$ cat src/rtl/alu_seq_pkg.sv
// Shared types, constants and decode function for the ALU sequencing controller.
// Optional multiply support is enabled by defining ALU_SEQ_MUL_EN.
package alu_seq_pkg;

  localparam int unsigned BASE_OP_W = 4;
  localparam int unsigned CODE_W    = 3;

  // ALU control codes
  localparam logic [CODE_W-1:0] CTRL_ADD = 3'd0;
  localparam logic [CODE_W-1:0] CTRL_SUB = 3'd1;
  localparam logic [CODE_W-1:0] CTRL_AND = 3'd2;
  localparam logic [CODE_W-1:0] CTRL_OR  = 3'd3;
  localparam logic [CODE_W-1:0] CTRL_MUL = 3'd4;

  // Opcode values
  localparam logic [BASE_OP_W-1:0] OP_NOP   = 4'd0;
  localparam logic [BASE_OP_W-1:0] OP_ADD_A = 4'd1;
  localparam logic [BASE_OP_W-1:0] OP_ADD_B = 4'd2;
  localparam logic [BASE_OP_W-1:0] OP_ADD_C = 4'd3;
  localparam logic [BASE_OP_W-1:0] OP_ADD_D = 4'd4;
  localparam logic [BASE_OP_W-1:0] OP_SUB_A = 4'd5;
  localparam logic [BASE_OP_W-1:0] OP_ADD_E = 4'd8;
  localparam logic [BASE_OP_W-1:0] OP_SUB_B = 4'd9;
  localparam logic [BASE_OP_W-1:0] OP_AND   = 4'd10;
  localparam logic [BASE_OP_W-1:0] OP_OR    = 4'd11;
  localparam logic [BASE_OP_W-1:0] OP_MUL   = 4'd12;

  typedef enum logic {
    ST_IDLE     = 1'b0,
    ST_MUL_WAIT = 1'b1
  } state_e;

  typedef struct packed {
    logic [CODE_W-1:0] ctrl;
    logic              is_nop;
    logic              is_mul;
    logic              is_illegal;
  } dec_t;

  // Decode the low opcode nibble; hi_nz flags any set bit above the nibble.
  function automatic dec_t decode_op(input logic [BASE_OP_W-1:0] op, input logic hi_nz);
    dec_t d;
    d.ctrl       = CTRL_ADD;
    d.is_nop     = 1'b0;
    d.is_mul     = 1'b0;
    d.is_illegal = 1'b0;
    if (hi_nz) begin
      d.is_illegal = 1'b1;
    end else begin
      case (op)
        OP_NOP:                                        d.is_nop = 1'b1;
        OP_ADD_A, OP_ADD_B, OP_ADD_C, OP_ADD_D, OP_ADD_E: d.ctrl = CTRL_ADD;
        OP_SUB_A, OP_SUB_B:                            d.ctrl = CTRL_SUB;
        OP_AND:                                        d.ctrl = CTRL_AND;
        OP_OR:                                         d.ctrl = CTRL_OR;
`ifdef ALU_SEQ_MUL_EN
        OP_MUL: begin
          d.ctrl   = CTRL_MUL;
          d.is_mul = 1'b1;
        end
`endif
        default:                                       d.is_illegal = 1'b1;
      endcase
    end
    return d;
  endfunction

endpackage

$ cat src/rtl/alu_op_decode.sv
// Combinational opcode decoder: opcode -> ALU control code and class flags.
module alu_op_decode
  import alu_seq_pkg::*;
#(
  parameter int unsigned OPCODE_W = 4,
  parameter int unsigned CTRL_W   = 3
) (
  input  logic [OPCODE_W-1:0] op_i,
  output logic [CTRL_W-1:0]   ctrl_o,
  output logic                is_nop_o,
  output logic                is_mul_o,
  output logic                is_illegal_o
);

  logic hi_nz;
  dec_t dec;

  // Any bit above the base nibble makes the opcode illegal
  if (OPCODE_W > BASE_OP_W) begin : g_wide
    assign hi_nz = |op_i[OPCODE_W-1:BASE_OP_W];
  end else begin : g_narrow
    assign hi_nz = 1'b0;
  end

  // Table lookup through the shared decode function
  always_comb begin
    dec = decode_op(op_i[BASE_OP_W-1:0], hi_nz);
  end

  assign ctrl_o       = CTRL_W'(dec.ctrl);
  assign is_nop_o     = dec.is_nop;
  assign is_mul_o     = dec.is_mul;
  assign is_illegal_o = dec.is_illegal;

endmodule

$ cat src/rtl/alu_seq_controller.sv
// ALU sequencing controller: accepts opcodes, issues registered ALU control
// codes, stalls for multi-cycle multiplies. Multiply support: ALU_SEQ_MUL_EN.
module alu_seq_controller
  import alu_seq_pkg::*;
#(
  parameter int unsigned OPCODE_W = 4,
  parameter int unsigned CTRL_W   = 3,
  parameter int unsigned MUL_LAT  = 4
) (
  input  logic                clk,
  input  logic                rst,
  input  logic [OPCODE_W-1:0] op_in,
  input  logic                op_valid,
  output logic                op_ready,
  output logic [CTRL_W-1:0]   alu_ctrl_out,
  output logic                ctrl_valid,
  output logic                mul_busy,
  output logic                illegal_op
);

  logic [CTRL_W-1:0] dec_ctrl;
  logic              dec_nop;
  logic              dec_mul;
  logic              dec_illegal;
  logic              accept;

  logic [CTRL_W-1:0] ctrl_q, ctrl_d;
  logic              valid_q, valid_d;
  logic              illegal_q, illegal_d;

  alu_op_decode #(
    .OPCODE_W (OPCODE_W),
    .CTRL_W   (CTRL_W)
  ) u_decode (
    .op_i         (op_in),
    .ctrl_o       (dec_ctrl),
    .is_nop_o     (dec_nop),
    .is_mul_o     (dec_mul),
    .is_illegal_o (dec_illegal)
  );

`ifdef ALU_SEQ_MUL_EN
  localparam int unsigned     CNT_W    = $clog2(MUL_LAT);
  localparam logic [CNT_W-1:0] CNT_LOAD = CNT_W'(MUL_LAT - 1);

  state_e           state_q, state_d;
  logic [CNT_W-1:0] cnt_q, cnt_d;

  // FSM state and multiply countdown registers
  always_ff @(posedge clk) begin
    if (rst) begin
      state_q <= ST_IDLE;
      cnt_q   <= '0;
    end else begin
      state_q <= state_d;
      cnt_q   <= cnt_d;
    end
  end

  assign op_ready = (state_q == ST_IDLE);
  assign mul_busy = (state_q == ST_MUL_WAIT);
`else
  assign op_ready = 1'b1;
  assign mul_busy = 1'b0;
`endif

  assign accept = op_valid && op_ready;

  // Output registers
  always_ff @(posedge clk) begin
    if (rst) begin
      ctrl_q    <= '0;
      valid_q   <= 1'b0;
      illegal_q <= 1'b0;
    end else begin
      ctrl_q    <= ctrl_d;
      valid_q   <= valid_d;
      illegal_q <= illegal_d;
    end
  end

  // Next-state and output logic
  always_comb begin
    ctrl_d    = ctrl_q;
    valid_d   = 1'b0;
    illegal_d = illegal_q;
`ifdef ALU_SEQ_MUL_EN
    state_d   = state_q;
    cnt_d     = cnt_q;
    case (state_q)
      ST_IDLE: begin
        if (accept) begin
          if (dec_illegal) begin
            illegal_d = 1'b1;
          end else if (dec_mul) begin
            state_d = ST_MUL_WAIT;
            cnt_d   = CNT_LOAD;
          end else if (!dec_nop) begin
            ctrl_d  = dec_ctrl;
            valid_d = 1'b1;
          end
        end
      end
      ST_MUL_WAIT: begin
        if (cnt_q == '0) begin
          state_d = ST_IDLE;
          ctrl_d  = CTRL_W'(CTRL_MUL);
          valid_d = 1'b1;
        end else begin
          cnt_d = cnt_q - CNT_W'(1);
        end
      end
      default: begin
        state_d = ST_IDLE;
        cnt_d   = '0;
      end
    endcase
`else
    // Multiply opcode decodes as illegal here; is_mul is folded in for completeness
    if (accept) begin
      if (dec_illegal || dec_mul) begin
        illegal_d = 1'b1;
      end else if (!dec_nop) begin
        ctrl_d  = dec_ctrl;
        valid_d = 1'b1;
      end
    end
`endif
  end

  assign alu_ctrl_out = ctrl_q;
  assign ctrl_valid   = valid_q;
  assign illegal_op   = illegal_q;

endmodule

$ cat config.mk
export PLATFORM = sky130hd
export DESIGN_NAME = alu_seq_controller
export DESIGN_NICKNAME = d
export VERILOG_FILES = /design/src/rtl/alu_seq_pkg.sv /design/src/rtl/alu_op_decode.sv /design/src/rtl/alu_seq_controller.sv
export SDC_FILE = /design/constraint.sdc
export NUM_CORES = 1
export LEC_CHECK = 0
export BUFFER_PORTS_ARGS = -buffer_cell sky130_fd_sc_hd__buf_2
export CORE_AREA = 2 2 39 41
export DETAILED_ROUTE_END_ITERATION = 10
export DIE_AREA = 0 0 41 43
export PLACE_DENSITY_LB_ADDON = 0.25
export SYNTH_ARGS = -nofsm -noshare
export SYNTH_HDL_FRONTEND = slang
export SYNTH_SLANG_ARGS = --single-unit
$ cat constraint.sdc
create_clock -name clk -period 1.4 [get_ports clk]
set_input_delay 0.21 -clock clk [delete_from_list [all_inputs] [get_ports clk]]
set_output_delay 0.21 -clock clk [all_outputs]
set_load 0.1 [all_outputs]
==> run_results.csv, run 1 <==
group,metric,value,unit
setup_path,r2r_end,"alu_ctrl_out[0]$_SDFFE_PP0P_",
logic_synthesis,syn_area,264,um^2
min_path,whs_path_depth,2,
clock_network,clockRootBuffer,"clkbuf_4",
min_path,hold_class,"input port to flip-flop",
clock_network,cts_hold_buf,0,
floorplan,initial_core_util,0.191,
setup_path,cpLargestDelayFamily,"buffers and inverters",
floorplan,rows,14,
logic_synthesis,synth_cells,31,
pwr,power_frac_comb,0.319,
grt,grt_overflow,0,
setup_path,cp-startpoint,"alu_ctrl_out[0]$_SDFFE_PP0P_",
floorplan,die-area,1760,um^2
clock_network,clockBufferDepth,2,
setup_path,arrival,0.99,ns
timing,setup_viol,0,
grt,grt_pass1_vias,238,
floorplan,core_area,1380,um^2
grt,antenna_found_initial,0,
layout,fin_area,333,um^2
pwr,p_int,0.240,mW
pwr,vdd_drop_max,0.330,mV
min_path,hold_path_end,"alu_ctrl_out[1]$_SDFFE_PP0P_",
setup_path,timing.rr.start,"alu_ctrl_out[0]$_SDFFE_PP0P_",
logic_synthesis,ys_top_cells_by_area,"dfxtp_1 30%, buf_4 11%, a21bo_2 7.6%, o21ai_0 7.6%, and4bb_2 4.7%",
timing,tns,0,ns
pwr,switching_share,0.383,
clock_network,cts-resized-gates,0,
setup_path,reg2reg_depth,3,
layout,instances_no_fill,57,
grt,grt_usage,0.0842,
pwr,cellLeakagePower,0.146,nW
clock_network,post_cts_buffers,0,
drt,num_vias,247,
pwr,power_frac_seq,0.320,
timing,finalMaxSlewViolations,0,
layout,nets,50,
place,dpl-instance-area,310,um^2
layout,diodes,0,
timing,finalCriticalPeriod,1.20,ns
layout,area_growth,26.1,%
setup_path,crit_fanout,4,
setup_path,reg2reg_slack,0.54,ns
logic_synthesis,synth_commonest_cells,"4 x buf_4, 4 x dfxtp_1, 4 x o21ai_0",
drt,drt-pass1-iter-count,1,
place,dp_cells,54,
logic_synthesis,yosysWarnings,0,
logic_synthesis,synth_edf_count,0,
timing,fmax,0.833,GHz
setup_path,critPathMaxStageDelay,0.42,ns
drt,first_iter_violations,0,
setup_path,critPathCaptureType,"output pin",
drt,drt_wl_total,563,um
place,portBuffers,10,
setup_path,slowest_stage,"buf_2",
setup_path,critPathLaunchType,"flip-flop",
timing,skew,0,ns
grt,grt_pass1_wl,979,um
logic_synthesis,yosysUniqueCellTypes,19,
pwr,power,0.389,mW
clock_network,numCtsBuffers,3,
floorplan,die_w,41,um
timing,post-route-period-util,0.857,
pwr,p_clk_frac,0.361,
clock_network,cts.clk_slew.worst_paths,0.04,ns
layout,drive_gt1_frac,0.488,
clock_network,h-tree-depth,1,
setup_path,path_cells,"buf_2",
setup_path,path_buf_inv,1,
logic_synthesis,synth.largest_area_cell,"dfxtp_1",
logic_synthesis,ys_seq_area_frac,0.303,
logic_synthesis,synth-seq-cells,4,
logic_synthesis,synthArstFlopShare,0,
clock_network,cts_tree,"built",
setup_path,path_depth,1,
min_path,min_from,"rst",
flow_run,max_cap_violations,0,
setup_path,worstSetupPathType,"flip-flop to output pin",
clock_network,insertion_delay,0.23,ns
setup_path,required,1.19,ns
timing,rsz0062_at_grt,"false",
clock_network,clkSinkCount,4,
logic_synthesis,synth_top_area_share,0.303,
grt,grt_start_max_net_pins,12,
drt,viasPerCell,4.33,
pwr,power_density,1170,nW/um^2
floorplan,die_y,43,um
logic_synthesis,ys.flop_type,"dfxtp_1",
timing,finalHoldViolations,0,
drt,ant_nets,0,
run_status,outcome,"complete, no violations",
drt,drc,0,
place,place.gp.congestion,0.754,
logic_synthesis,syn_avg_cell_area,8.52,um^2
pwr,p_sw,0.149,mW
floorplan,io_pins,14,
drt,wl_per_cell,9.88,um
[how the worst max path moves through the flow]
| stage | to | slack (ns) |
|---|---|---|
| 6_report | alu_ctrl_out[0] | 0.20 |
| 5_1_grt | alu_ctrl_out[0] | 0.15 |
| 4_1_cts | alu_ctrl_out[0] | 0.18 |
| 3_5_place_dp | ctrl_valid$_SDFF_PP0_ | 0.38 |
| 3_3_place_gp | ctrl_valid$_SDFF_PP0_ | 0.40 |
| 2_1_floorplan | illegal_op$_SDFFE_PP0P_ | 0.19 |
[per-stage QoR]
step                hold slack, ns  worst slack [ns]   util
global placement             0.417             0.404  0.224
floorplan                    0.272             0.190      -
CTS                          0.167             0.183  0.241
global route                 0.174             0.155  0.241
finish                       0.176             0.200  0.241
detailed placement           0.415             0.383  0.224
[final cells by class]
type                       instances  area (um^2)
multi-input combinational         23          154
fill                             165         1050
timing repair buffer              10         50.0
clock buffer                       3         22.5
inverter                           1         3.75
tap                               16         20.0
sequential                         4         82.6
[flip-flops by register name, indices dropped and copies added (netlist names)]
signal and flops:
alu_ctrl_out 2, ctrl_valid 1, illegal_op 1
[cell usage in the layout, fill, tap and decap left out, types with 2 or more instances in the layout]
cell / n
clkbuf_4: 3
a21bo_2: 2
dfxtp_2: 2
dfxtp_1: 2
o21ai_0: 4
conb_1: 3
a21oi_1: 2
buf_2: 10
[metal layers]
metal	up-vias	wire, um	GRT usage	part of all wire
met1	115	249	0.0895	0.44
met4	0	0	0.0800	0
li1	127	-	-	-
met2	5	299	0.119	0.53
met3	0	15	0.0314	0.027
met5	-	0	0	0
[cells by family after synthesis]
family          synth area share
compound gates             0.251
buf+inv                    0.128
flops                      0.303
other cells               0.0284
simple gates               0.289
[power groups by stage]
stage | clock (mW) | sequential [mW] | combinational (mW)
2_1_floorplan | 0 | 0.169 | 0.0633
3_3_place_gp | 0 | 0.126 | 0.125
3_5_place_dp | 0 | 0.126 | 0.124
4_1_cts | 0.152 | 0.124 | 0.124
5_1_grt | 0.164 | 0.125 | 0.130
6_report | 0.140 | 0.124 | 0.124
(Power assumes the default switching activity.)
==> run 2, diff against run 1 <==
CELL_PAD_IN_SITES_DETAIL_PLACEMENT = 1   (was unset)
CELL_PAD_IN_SITES_GLOBAL_PLACEMENT = 1   (was unset)
==> run 2 against run 1 <==
  * Clock skew unchanged
  * Non-clock buffer count unchanged
  * Count of clock-buffer cells in the layout unchanged
  * Cell count unchanged
  * Power shrank 1.1%
  * Flip-flop and latch count unchanged
  * Worst setup slack improved by 0.0060 ns
  * Register-to-register slack hardly changed
  * Sequential power about the same
  * Critical path type unchanged
  * Largest power group unchanged
==> run_results.csv, run 2 (synthesis results as in run 1) <==
group,metric,value,unit
run_status,outcome,"complete, no violations",
setup_path,worstSetupPathType,"flip-flop to output pin",
place,portBuffers,10,
grt,grt_pass1_wl,1.10,mm
timing,setup_viol,0,
layout,diodes,0,
grt,grt_pass1_vias,254,
flow_run,max_cap_violations,0,
layout,nets,50,
layout,drive_gt1_frac,0.488,
clock_network,post_cts_buffers,0,
floorplan,io_pins,14,
clock_network,cts_hold_buf,0,
floorplan,initial_core_util,0.191,
clock_network,clkSinkCount,4,
setup_path,arrival,0.98,ns
setup_path,crit_fanout,4,
layout,instances_no_fill,57,
setup_path,path_cells,"buf_2",
setup_path,critPathMaxStageDelay,0.42,ns
min_path,min_from,"rst",
clock_network,insertion_delay,0.23,ns
pwr,cellLeakagePower,0.146,nW
timing,rsz0062_at_grt,"false",
pwr,power,0.385,mW
drt,wl_per_cell,10.9,um
clock_network,cts_tree,"built",
floorplan,die_y,43,um
timing,finalMaxSlewViolations,0,
layout,final_common_cell,"buf_2",
setup_path,critPathCaptureType,"output pin",
timing,tns,0,ns
clock_network,clockRootBuffer,"clkbuf_4",
floorplan,die-area,1760,um^2
setup_path,cpLargestDelayFamily,"buffers and inverters",
pwr,power_density,1160,nW/um^2
layout,area_growth,26.1,%
pwr,vdd_drop_max,0.316,mV
clock_network,clockBufferDepth,2,
timing,post-route-period-util,0.853,
timing,fmax,0.837,GHz
drt,ant_nets,0,
grt,grt_overflow,0,
drt,num_vias,256,
timing,finalCriticalPeriod,1.19,ns
setup_path,cp-startpoint,"alu_ctrl_out[0]$_SDFFE_PP0P_",
layout,largest_reg_flops,2,
drt,viasPerCell,4.49,
clock_network,numCtsBuffers,3,
grt,grt_usage,0.0924,
place,dp_cells,54,
clock_network,h-tree-depth,1,
setup_path,required,1.19,ns
drt,first_iter_violations,3,
drt,drc,0,
grt,grt_start_max_net_pins,12,
grt,antenna_found_initial,0,
layout,most-common-layout-cells,"10 x buf_2, 4 x o21ai_0, 3 x conb_1, 3 x clkbuf_4",
timing,finalHoldViolations,0,
place,place.gp.congestion,0.699,
floorplan,rows,14,
min_path,hold_class,"input port to flip-flop",
setup_path,path_buf_inv,1,
drt,drt-pass1-iter-count,3,
setup_path,slowest_stage,"buf_2",
clock_network,cts.clk_slew.worst_paths,0.04,ns
floorplan,die_w,41,um
setup_path,timing.rr.start,"alu_ctrl_out[0]$_SDFFE_PP0P_",
clock_network,cts-resized-gates,0,
floorplan,core_area,1380,um^2
drt,drt_wl_total,621,um
timing,skew,0,ns
setup_path,critPathLaunchType,"flip-flop",
run 2: cell counts in the layout (fill, tap and decap cells not counted):
No cell type changed its count.
run 2: layout make-up:
cell class / instances / area (um^2)
fill: 176 / 1050
sequential: 4 / 82.6
tap: 16 / 20.0
timing repair buffer: 10 / 50.0
inverter: 1 / 3.75
multi-input combinational: 23 / 154
clock buffer: 3 / 22.5
run 2: report_power, final:
part,internal (mW),switching [mW]
sequential,0.121,0.00295
clock,0.0954,0.0398
combinational,0.0231,0.102
total,0.240,0.145
run 2: final timing paths:
check                                       to  depth (start not counted)  slack [ns]
setup reg to reg  alu_ctrl_out[0]$_SDFFE_PP0P_                          3        0.53
setup / recovery               alu_ctrl_out[0]                          1        0.21
hold / removal    alu_ctrl_out[1]$_SDFFE_PP0P_                          2        0.18
hold reg to reg        illegal_op$_SDFFE_PP0P_                          2        0.45
run 2: metal layers:
metal / vias up / GRT usage / part of all wire
li1: 128 / - / -
met1: 120 / 0.116 / 0.43
met2: 6 / 0.128 / 0.51
met3: 2 / 0.0157 / 0.050
met4: 0 / 0.0800 / 0.013
met5: - / 0 / 0
run 2: through the flow:
stage / util / hold WS (ns) / setup WS (ns) / instance area [um^2]
floorplan: - / 0.272 / 0.190 / 270
global placement: 0.224 / 0.419 / 0.404 / 310
detailed placement: 0.224 / 0.428 / 0.350 / 310
CTS: 0.241 / 0.185 / 0.196 / 333
global route: 0.241 / 0.190 / 0.176 / 333
finish: 0.241 / 0.185 / 0.206 / 333
